**src/rtl/cpu_pkg.sv**
```systemverilog
// Shared definitions for the multi-cycle core: opcode and shift encodings,
// FSM states, instruction field positions and flag bit indices.
package cpu_pkg;

   typedef enum logic [3:0] {
      OP_AND = 4'd0,  OP_EOR = 4'd1,  OP_SUB = 4'd2,  OP_RSB = 4'd3,
      OP_ADD = 4'd4,  OP_ADC = 4'd5,  OP_SBC = 4'd6,  OP_RSC = 4'd7,
      OP_TST = 4'd8,  OP_TEQ = 4'd9,  OP_CMP = 4'd10, OP_CMN = 4'd11,
      OP_ORR = 4'd12, OP_MOV = 4'd13, OP_BIC = 4'd14, OP_MVN = 4'd15
   } alu_op_e;

   // shift_op[2:1] selects the kind, shift_op[0] selects a register amount
   typedef enum logic [1:0] {
      SH_LSL = 2'd0, SH_LSR = 2'd1, SH_ASR = 2'd2, SH_ROR = 2'd3
   } shift_kind_e;

   typedef enum logic [1:0] {
      ST_IDLE = 2'd0, ST_READ = 2'd1, ST_EXEC = 2'd2, ST_WB = 2'd3
   } state_e;

   localparam int F_OP_LSB  = 28;
   localparam int F_S       = 27;
   localparam int F_SH_LSB  = 24;
   localparam int F_IMM_LSB = 16;
   localparam int F_RD_LSB  = 12;
   localparam int F_RN_LSB  = 8;
   localparam int F_RM_LSB  = 4;
   localparam int F_RS_LSB  = 0;

   localparam int FLAG_N = 3;
   localparam int FLAG_Z = 2;
   localparam int FLAG_C = 1;
   localparam int FLAG_V = 0;

   function automatic logic is_test_op(input alu_op_e op);
      return (op == OP_TST) || (op == OP_TEQ) || (op == OP_CMP) || (op == OP_CMN);
   endfunction

endpackage

```
**src/rtl/cpu_core_mc_if.sv**
```systemverilog
// Instruction handshake and write-back/status bundle of cpu_core_mc.
interface cpu_core_mc_if #(
   parameter int DATA_W = 32,
   parameter int PC_W   = 6,
   parameter int CNT_W  = 16
) ();
   logic [31:0]       inst;
   logic              inst_valid;
   logic              inst_ready;
   logic [PC_W-1:0]   pc;
   logic              wb_valid;
   logic              wb_we;
   logic [3:0]        wb_addr;
   logic [DATA_W-1:0] wb_data;
   logic [3:0]        flags;
   logic [CNT_W-1:0]  retired;

   modport master (
      output inst, inst_valid,
      input  inst_ready, pc, wb_valid, wb_we, wb_addr, wb_data, flags, retired
   );

   modport slave (
      input  inst, inst_valid,
      output inst_ready, pc, wb_valid, wb_we, wb_addr, wb_data, flags, retired
   );
endinterface

```
**src/rtl/cpu_shifter.sv**
```systemverilog
// Combinational barrel shifter (LSL/LSR/ASR/ROR) with carry-out.
module cpu_shifter
   import cpu_pkg::*;
#(
   parameter int DATA_W = 32
) (
   input  logic [DATA_W-1:0] value,
   input  logic [7:0]        amount,
   input  shift_kind_e       kind,
   input  logic              carry_in,
   output logic [DATA_W-1:0] result,
   output logic              carry_out
);
   localparam int         SH_W = $clog2(DATA_W);
   localparam logic [7:0] W8   = 8'(DATA_W);

   logic [DATA_W:0]   lsl_s;
   logic [DATA_W:0]   lsr_s;
   logic [DATA_W:0]   asr_s;
   logic [DATA_W-1:0] ror_s;
   logic [SH_W-1:0]   rot_s;

   // The extra bit on each shift catches the last bit shifted out as carry
   always_comb begin
      lsl_s     = {1'b0, value} << amount;
      lsr_s     = {value, 1'b0} >> amount;
      asr_s     = $signed({value, 1'b0}) >>> amount;
      rot_s     = amount[SH_W-1:0];
      ror_s     = (value >> rot_s) | (value << (DATA_W - int'(rot_s)));
      result    = value;
      carry_out = carry_in;
      if (amount == 8'd0) begin
         result    = value;
         carry_out = carry_in;
      end else begin
         case (kind)
            SH_LSL: begin
               if (amount > W8) begin
                  result    = '0;
                  carry_out = 1'b0;
               end else begin
                  result    = lsl_s[DATA_W-1:0];
                  carry_out = lsl_s[DATA_W];
               end
            end
            SH_LSR: begin
               if (amount > W8) begin
                  result    = '0;
                  carry_out = 1'b0;
               end else begin
                  result    = lsr_s[DATA_W:1];
                  carry_out = lsr_s[0];
               end
            end
            SH_ASR: begin
               if (amount >= W8) begin
                  result    = {DATA_W{value[DATA_W-1]}};
                  carry_out = value[DATA_W-1];
               end else begin
                  result    = asr_s[DATA_W:1];
                  carry_out = asr_s[0];
               end
            end
            SH_ROR: begin
               result    = ror_s;
               carry_out = ror_s[DATA_W-1];
            end
            default: begin
               result    = value;
               carry_out = carry_in;
            end
         endcase
      end
   end
endmodule

```
**src/rtl/cpu_core_mc.sv**
```systemverilog
// Multi-cycle core: IDLE -> READ -> EXEC -> WB per instruction, with register
// file, NZCV flags, barrel shifter and ALU behind a valid/ready fetch port.
module cpu_core_mc
   import cpu_pkg::*;
#(
   parameter int DATA_W = 32,
   parameter int NREG   = 16,
   parameter int PC_W   = 6,
   parameter int CNT_W  = 16
) (
   input logic          clk,
   input logic          rst,
   cpu_core_mc_if.slave bus
);
   state_e            state_r, state_nx;
   logic [31:0]       inst_r;
   logic [DATA_W-1:0] regs_r [NREG];
   logic [DATA_W-1:0] opa_r, opm_r;
   logic [7:0]        ops_r;
   logic [3:0]        flags_nx_r;

   logic              inst_ready_r, wb_valid_r, wb_we_r;
   logic [PC_W-1:0]   pc_r;
   logic [3:0]        wb_addr_r, flags_r;
   logic [DATA_W-1:0] wb_data_r;
   logic [CNT_W-1:0]  retired_r;

   logic              accept_s;
   alu_op_e           op_s;
   logic [2:0]        shop_s;
   logic [3:0]        rd_s, rn_s, rm_s, rs_s;
   logic [DATA_W-1:0] rn_val_s, rm_val_s, sh_res_s, res_s, x_s, y_s;
   logic [7:0]        rs_amt_s, amount_s;
   logic              sh_carry_s, cin_s, arith_s, test_s, we_s;
   logic [DATA_W:0]   sum_s;
   logic [3:0]        flags_new_s, flags_next_s;

   assign op_s     = alu_op_e'(inst_r[F_OP_LSB +: 4]);
   assign shop_s   = inst_r[F_SH_LSB +: 3];
   assign rd_s     = inst_r[F_RD_LSB +: 4];
   assign rn_s     = inst_r[F_RN_LSB +: 4];
   assign rm_s     = inst_r[F_RM_LSB +: 4];
   assign rs_s     = inst_r[F_RS_LSB +: 4];
   assign amount_s = shop_s[0] ? ops_r : inst_r[F_IMM_LSB +: 8];
   assign accept_s = bus.inst_valid && (state_r == ST_IDLE);

   assign bus.inst_ready = inst_ready_r;
   assign bus.pc         = pc_r;
   assign bus.wb_valid   = wb_valid_r;
   assign bus.wb_we      = wb_we_r;
   assign bus.wb_addr    = wb_addr_r;
   assign bus.wb_data    = wb_data_r;
   assign bus.flags      = flags_r;
   assign bus.retired    = retired_r;

   // Register read ports; addresses at or above NREG read as zero
   always_comb begin
      rn_val_s = '0;
      rm_val_s = '0;
      rs_amt_s = 8'd0;
      for (int i = 0; i < NREG; i++) begin
         if (rn_s == 4'(i)) rn_val_s = regs_r[i];
         if (rm_s == 4'(i)) rm_val_s = regs_r[i];
         if (rs_s == 4'(i)) rs_amt_s = 8'(regs_r[i]);
      end
   end

   cpu_shifter #(.DATA_W(DATA_W)) u_shifter (
      .value     (opm_r),
      .amount    (amount_s),
      .kind      (shift_kind_e'(shop_s[2:1])),
      .carry_in  (flags_r[FLAG_C]),
      .result    (sh_res_s),
      .carry_out (sh_carry_s)
   );

   // ALU: subtraction is x + ~y + cin, so C is NOT borrow and V uses the adder inputs
   always_comb begin
      x_s     = opa_r;
      y_s     = sh_res_s;
      cin_s   = 1'b0;
      arith_s = 1'b0;
      res_s   = '0;
      case (op_s)
         OP_AND, OP_TST: res_s = opa_r & sh_res_s;
         OP_EOR, OP_TEQ: res_s = opa_r ^ sh_res_s;
         OP_SUB, OP_CMP: begin y_s = ~sh_res_s; cin_s = 1'b1; arith_s = 1'b1; end
         OP_RSB:         begin x_s = sh_res_s; y_s = ~opa_r; cin_s = 1'b1; arith_s = 1'b1; end
         OP_ADD, OP_CMN: arith_s = 1'b1;
         OP_ADC:         begin cin_s = flags_r[FLAG_C]; arith_s = 1'b1; end
         OP_SBC:         begin y_s = ~sh_res_s; cin_s = flags_r[FLAG_C]; arith_s = 1'b1; end
         OP_RSC:         begin x_s = sh_res_s; y_s = ~opa_r; cin_s = flags_r[FLAG_C]; arith_s = 1'b1; end
         OP_ORR:         res_s = opa_r | sh_res_s;
         OP_MOV:         res_s = sh_res_s;
         OP_BIC:         res_s = opa_r & ~sh_res_s;
         OP_MVN:         res_s = ~sh_res_s;
         default:        res_s = '0;
      endcase
      sum_s = {1'b0, x_s} + {1'b0, y_s} + (DATA_W+1)'(cin_s);
      if (arith_s) begin
         res_s = sum_s[DATA_W-1:0];
      end else begin
         res_s = res_s;
      end
      test_s = is_test_op(op_s);
      we_s   = !test_s;
      flags_new_s[FLAG_N] = res_s[DATA_W-1];
      flags_new_s[FLAG_Z] = (res_s == '0);
      flags_new_s[FLAG_C] = arith_s ? sum_s[DATA_W] : sh_carry_s;
      flags_new_s[FLAG_V] = arith_s ? ((x_s[DATA_W-1] == y_s[DATA_W-1]) &&
                                       (res_s[DATA_W-1] != x_s[DATA_W-1]))
                                    : flags_r[FLAG_V];
      if (inst_r[F_S] || test_s) begin
         flags_next_s = flags_new_s;
      end else begin
         flags_next_s = flags_r;
      end
   end

   // FSM next state
   always_comb begin
      state_nx = state_r;
      case (state_r)
         ST_IDLE: begin
            if (accept_s) state_nx = ST_READ;
            else          state_nx = ST_IDLE;
         end
         ST_READ: state_nx = ST_EXEC;
         ST_EXEC: state_nx = ST_WB;
         ST_WB:   state_nx = ST_IDLE;
         default: state_nx = ST_IDLE;
      endcase
   end

   // FSM state register
   always_ff @(posedge clk or posedge rst) begin
      if (rst) state_r <= ST_IDLE;
      else     state_r <= state_nx;
   end

   // Register file write port, committed on the WB closing edge
   always_ff @(posedge clk or posedge rst) begin
      if (rst) begin
         for (int i = 0; i < NREG; i++) regs_r[i] <= '0;
      end else if ((state_r == ST_WB) && wb_we_r) begin
         for (int i = 0; i < NREG; i++) begin
            if (wb_addr_r == 4'(i)) regs_r[i] <= wb_data_r;
         end
      end
   end

   // Datapath pipeline registers and status outputs
   always_ff @(posedge clk or posedge rst) begin
      if (rst) begin
         inst_r       <= 32'd0;
         pc_r         <= '0;
         opa_r        <= '0;
         opm_r        <= '0;
         ops_r        <= 8'd0;
         flags_nx_r   <= 4'd0;
         flags_r      <= 4'd0;
         retired_r    <= '0;
         wb_we_r      <= 1'b0;
         wb_addr_r    <= 4'd0;
         wb_data_r    <= '0;
         inst_ready_r <= 1'b1;
         wb_valid_r   <= 1'b0;
      end else begin
         case (state_r)
            ST_IDLE: begin
               if (accept_s) begin
                  inst_r <= bus.inst;
                  pc_r   <= pc_r + PC_W'(1);
               end
            end
            ST_READ: begin
               opa_r <= rn_val_s;
               opm_r <= rm_val_s;
               ops_r <= rs_amt_s;
            end
            ST_EXEC: begin
               wb_data_r  <= res_s;
               wb_we_r    <= we_s;
               wb_addr_r  <= rd_s;
               flags_nx_r <= flags_next_s;
            end
            ST_WB: begin
               flags_r   <= flags_nx_r;
               retired_r <= retired_r + CNT_W'(1);
            end
            default: begin
               inst_r <= inst_r;
            end
         endcase
         inst_ready_r <= (state_nx == ST_IDLE);
         wb_valid_r   <= (state_nx == ST_WB);
      end
   end
endmodule

```
**src/flat_wrapper.sv**
```systemverilog
// flat-port wrapper written by rule: the top's interface ports become plain ports
module cpu_core_mc_flat import cpu_pkg::*;
#(
   parameter int DATA_W = 32,
   parameter int NREG   = 16,
   parameter int PC_W   = 6,
   parameter int CNT_W  = 16
)
  (clk, rst, bus_inst, bus_inst_valid, bus_inst_ready, bus_pc, bus_wb_valid, bus_wb_we, bus_wb_addr, bus_wb_data, bus_flags, bus_retired);
  cpu_core_mc_if #(.DATA_W(DATA_W), .PC_W(PC_W), .CNT_W(CNT_W)) bus_i ();
  input logic clk;
  input logic rst;
  input wire logic [$bits(bus_i.inst)-1:0] bus_inst;
  input wire logic [$bits(bus_i.inst_valid)-1:0] bus_inst_valid;
  output wire logic [$bits(bus_i.inst_ready)-1:0] bus_inst_ready;
  output wire logic [$bits(bus_i.pc)-1:0] bus_pc;
  output wire logic [$bits(bus_i.wb_valid)-1:0] bus_wb_valid;
  output wire logic [$bits(bus_i.wb_we)-1:0] bus_wb_we;
  output wire logic [$bits(bus_i.wb_addr)-1:0] bus_wb_addr;
  output wire logic [$bits(bus_i.wb_data)-1:0] bus_wb_data;
  output wire logic [$bits(bus_i.flags)-1:0] bus_flags;
  output wire logic [$bits(bus_i.retired)-1:0] bus_retired;
  assign bus_i.inst = bus_inst;
  assign bus_i.inst_valid = bus_inst_valid;
  assign bus_inst_ready = bus_i.inst_ready;
  assign bus_pc = bus_i.pc;
  assign bus_wb_valid = bus_i.wb_valid;
  assign bus_wb_we = bus_i.wb_we;
  assign bus_wb_addr = bus_i.wb_addr;
  assign bus_wb_data = bus_i.wb_data;
  assign bus_flags = bus_i.flags;
  assign bus_retired = bus_i.retired;
  cpu_core_mc #(.DATA_W(DATA_W), .NREG(NREG), .PC_W(PC_W), .CNT_W(CNT_W)) u_core (.clk(clk), .rst(rst), .bus(bus_i));
endmodule
```
**config.mk**
```make
export PLATFORM = sky130hd
export DESIGN_NAME = cpu_core_mc_flat
export DESIGN_NICKNAME = d
export VERILOG_FILES = /design/src/rtl/cpu_pkg.sv /design/src/rtl/cpu_core_mc_if.sv /design/src/rtl/cpu_shifter.sv /design/src/rtl/cpu_core_mc.sv /design/src/flat_wrapper.sv
export SDC_FILE = /design/constraint.sdc
export NUM_CORES = 2
export LEC_CHECK = 0
export ABC_AREA = 1
export CAP_MARGIN = 20
export CORE_MARGIN = 1
export CORE_UTILIZATION = 35
export DETAILED_ROUTE_END_ITERATION = 16
export HOLD_SLACK_MARGIN = 0.03
export PLACE_DENSITY = 0.57
export SLEW_MARGIN = 20
export SYNTH_ARGS = -nofsm -noshare
export SYNTH_HDL_FRONTEND = slang
export SYNTH_SLANG_ARGS = --single-unit
```
**constraint.sdc**
```tcl
create_clock -name clk -period 32.4 [get_ports clk]
set_input_delay 6.48 -clock clk [delete_from_list [all_inputs] [get_ports clk]]
set_output_delay 6.48 -clock clk [all_outputs]
set_load 0.05 [all_outputs]
```
==> reports/results.txt <==
Status -> finished clean
Final #Nets -> 6599
Die height -> 360.0 µm
Critical path, cell by cell -> clkdlybuf4s50_1 > inv_8 > buf_12 > buf_4
Setup violators final -> 0
Root buf cell -> clkbuf_16
DP Wirelength -> 139.4 mm
Worst slew margin -> 27.99%
Seq/Total Area, Yosys -> 38.32%
Slowest CP cell -> buf_4
Syn Area/Cell -> 6.763 µm²
Share of post-route cells with drive strength above 1 -> 5.130%
CTS tree -> built
Pins Over Slew Limit -> 0
Final ANT Viol Nets -> 0
Final Hold Viols -> 0
Max stage delay on crit path -> 0.86 ns
Crit path time final -> 8.807 ns
FP Rows -> 130
Final RePlAce weighted congestion -> 1.025
TritonCTS Buffers -> 80
Max FO, Critical Path -> 159
# hold bufs at CTS -> 0
Syn Nets -> 6741
WP data arrival -> 9.45 ns
Synth top area share -> 38.27%
Dominant synthesized flop cell -> dfrtp_1
Num ports -> 100
Max-Cap Viols -> 0
P&R area growth vs syn -> 10.51%
Post-synthesis cell area -> 44860 µm²
Critical Path RT -> 33.04 ns
Final period utilization -> 27.18%
Largest net degree at the start of global routing -> 168
Critical Path End Type -> asynchronous set/reset pin
Number of setup buffers added after CTS -> 0
Die Wd -> 360.0 µm
Crit path kind -> input pin to asynchronous set/reset pin
Area contributors post-synth -> dfrtp_1 38%, nand2_1 18%, o21ai_0 11%
Clk_skew -> 0.02719 ns
Largest area contributor in the netlist -> dfrtp_1
Post-synth EDFFs -> 0
RSZ-0062 raised after global routing -> false
Post-Route WL -> 195.2 mm
IO Port Bufs -> 99
Die Area -> 129600 µm²
#FFs+latches synth -> 687
H-tree depth -> 3
Slew @ Worst Pin -> 1.079 ns
Post-CTS sizing -> 0
Top cells by instance count after synthesis -> 2151 x nand2_1, 961 x o21ai_0, 686 x dfrtp_1, 671 x nand3_1, 487 x inv_1
Max Freq -> 0.1135 GHz
Initial Util -> 35.50%
Diodes inserted -> 0
Max clock buf depth -> 3
CTS Sinks -> 687
Core Box Area -> 126400 µm²
1st-iter DRT viols -> 6191
Vias in the first global route -> 42473
Most instantiated library cell after synthesis -> nand2_1
Setup_tns -> 0 ns
First-pass GRT wire length -> 289.7 mm
Global route overflow -> 0
Clock Latency Late Sink -> 0.66 ns
Startpoint types -> input pin
Initial antenna violation count -> 1
Number of vias per cell -> 5.735
GRT Overall Usage -> 29.48%
Async SR Flop Fraction -> 100.0%
Synth unique cells -> 69
Mapped Cells -> 6633
DRC Markers -> 0
Vias -> 47023
Clock transition at the registers of the reported paths -> 0.06 ns
Hold WC Path Type -> flip-flop to flip-flop
Avg WL per Cell -> 23.80 µm
YS warnings -> 0
Detailed Routing Iterations Pass 1 -> 6
## state kept, by name, indices dropped and copies added, names as in the netlist
register,flops
u_core.inst_r,32
u_core.state_r,2
u_core.bus.inst_ready,1
u_core.bus.pc,6
u_core.bus.wb_addr,4
u_core.bus.wb_we,1
u_core.bus.flags,4
u_core.ops_r,8
u_core.bus.wb_data,32
u_core.regs_r,512
u_core.bus.retired,16
u_core.opa_r,32
u_core.flags_nx_r,4
u_core.bus.wb_valid,1
u_core.opm_r,32
## path summary, 6_finish.rpt
path	slack [ns]	cells past startpoint	end	start
worst max-delay path	23.59	4	u_core.regs_r[471]$_DFFE_PP0P_	rst
worst min-delay path	0.48	1	u_core.bus.pc[5]$_DFFE_PP0P_	u_core.bus.pc[5]$_DFFE_PP0P_
worst max register to register	24.39	34	u_core.flags_nx_r[2]$_DFFE_PP0P_	u_core.inst_r[24]$_DFFE_PP0P_
worst min register to register	0.48	1	u_core.bus.pc[5]$_DFFE_PP0P_	u_core.bus.pc[5]$_DFFE_PP0P_
max in group clk	23.71	1	bus_wb_addr[3]	u_core.bus.wb_addr[3]$_DFFE_PP0P_
min in group asynchronous	6.40	2	u_core.inst_r[13]$_DFFE_PP0P_	rst
## metal layers
metal	share of wire, %	GRT usage, %	vias to the layer above
met1	43	41.09	22506
met5	0	0	-
met2	43	44.07	2199
met3	8.2	4.538	376
li1	-	-	21942
met4	5.6	15.02	0
## cell type report
type | count | area, µm²
fillers | 13497 | 76810
flip-flops and latches | 687 | 17190
clock inverters | 29 | 242.7
multi-input cells | 5028 | 24150
well taps | 1650 | 2064
repair buffers | 187 | 1677
clock buffers | 112 | 2335
inverters | 507 | 1912
## logic make-up (layout without fill, tap and decap cells)
family                     count (synthesis)  count (layout)  synth area share (%)
and+or+nand+nor                         3377            3377                 31.79
AOI/OAI and AO/OA                       1548            1548                 19.06
buffers and inverters                    918             835                 8.161
DFF                                      687             687                 38.32
adders and majority gates                 73              73                 2.070
xor gates and xnor gates                  25              25                0.4881
muxes                                      5               5                0.1116
## critical path, delay by kind of cell
| kind | cells | cell delay [ns] |
|---|---|---|
| buffers and inverters | 4 | 2.66 |
## through the flow
stage	instances	utilization (%)	instance area, µm²	hold slack, ns	worst slack (ns)
2_1_floorplan	6633	-	44860	0.4455	6.660
3_3_place_gp	8059	37.18	46990	0.4660	22.86
3_5_place_dp	8059	37.18	46990	0.4670	22.85
4_1_cts	8200	39.22	49560	0.4748	23.54
5_1_grt	8200	39.23	49580	0.4973	23.16
6_report	8200	39.23	49580	0.4755	23.59
## cell usage in the layout (no fill, tap or decap), drive strengths merged, types with 3 or more instances in the layout
| cell type | instances |
|---|---|
| nand2 | 2177 |
| o21ai | 998 |
| dfrtp | 686 |
| nand3 | 674 |
| inv | 506 |
| nor2 | 309 |
| a21oi | 258 |
| nand4 | 146 |
| clkbuf | 112 |
| clkdlybuf4s50 | 99 |
| o22ai | 89 |
| buf | 88 |
| ha | 71 |
| o2111ai | 43 |
| a221oi | 35 |
| nor3 | 35 |
| a211oi | 22 |
| clkinv | 21 |
| xor2 | 18 |
| a31oi | 16 |
| o221ai | 16 |
| o211ai | 14 |
| or2 | 12 |
| nand3b | 9 |
| a21o | 9 |
| a22oi | 8 |
| clkinvlp | 8 |
| a41oi | 7 |
| o21bai | 7 |
| xnor2 | 7 |
| nor3b | 6 |
| mux2i | 5 |
| o31ai | 5 |
| nor4 | 5 |
| a21boi | 5 |
| a2111oi | 4 |
| a31o | 3 |
Power is left out: the tool's default activity adds up to more than one toggle a clock period on the data nets, which glitch-free logic cannot reach.
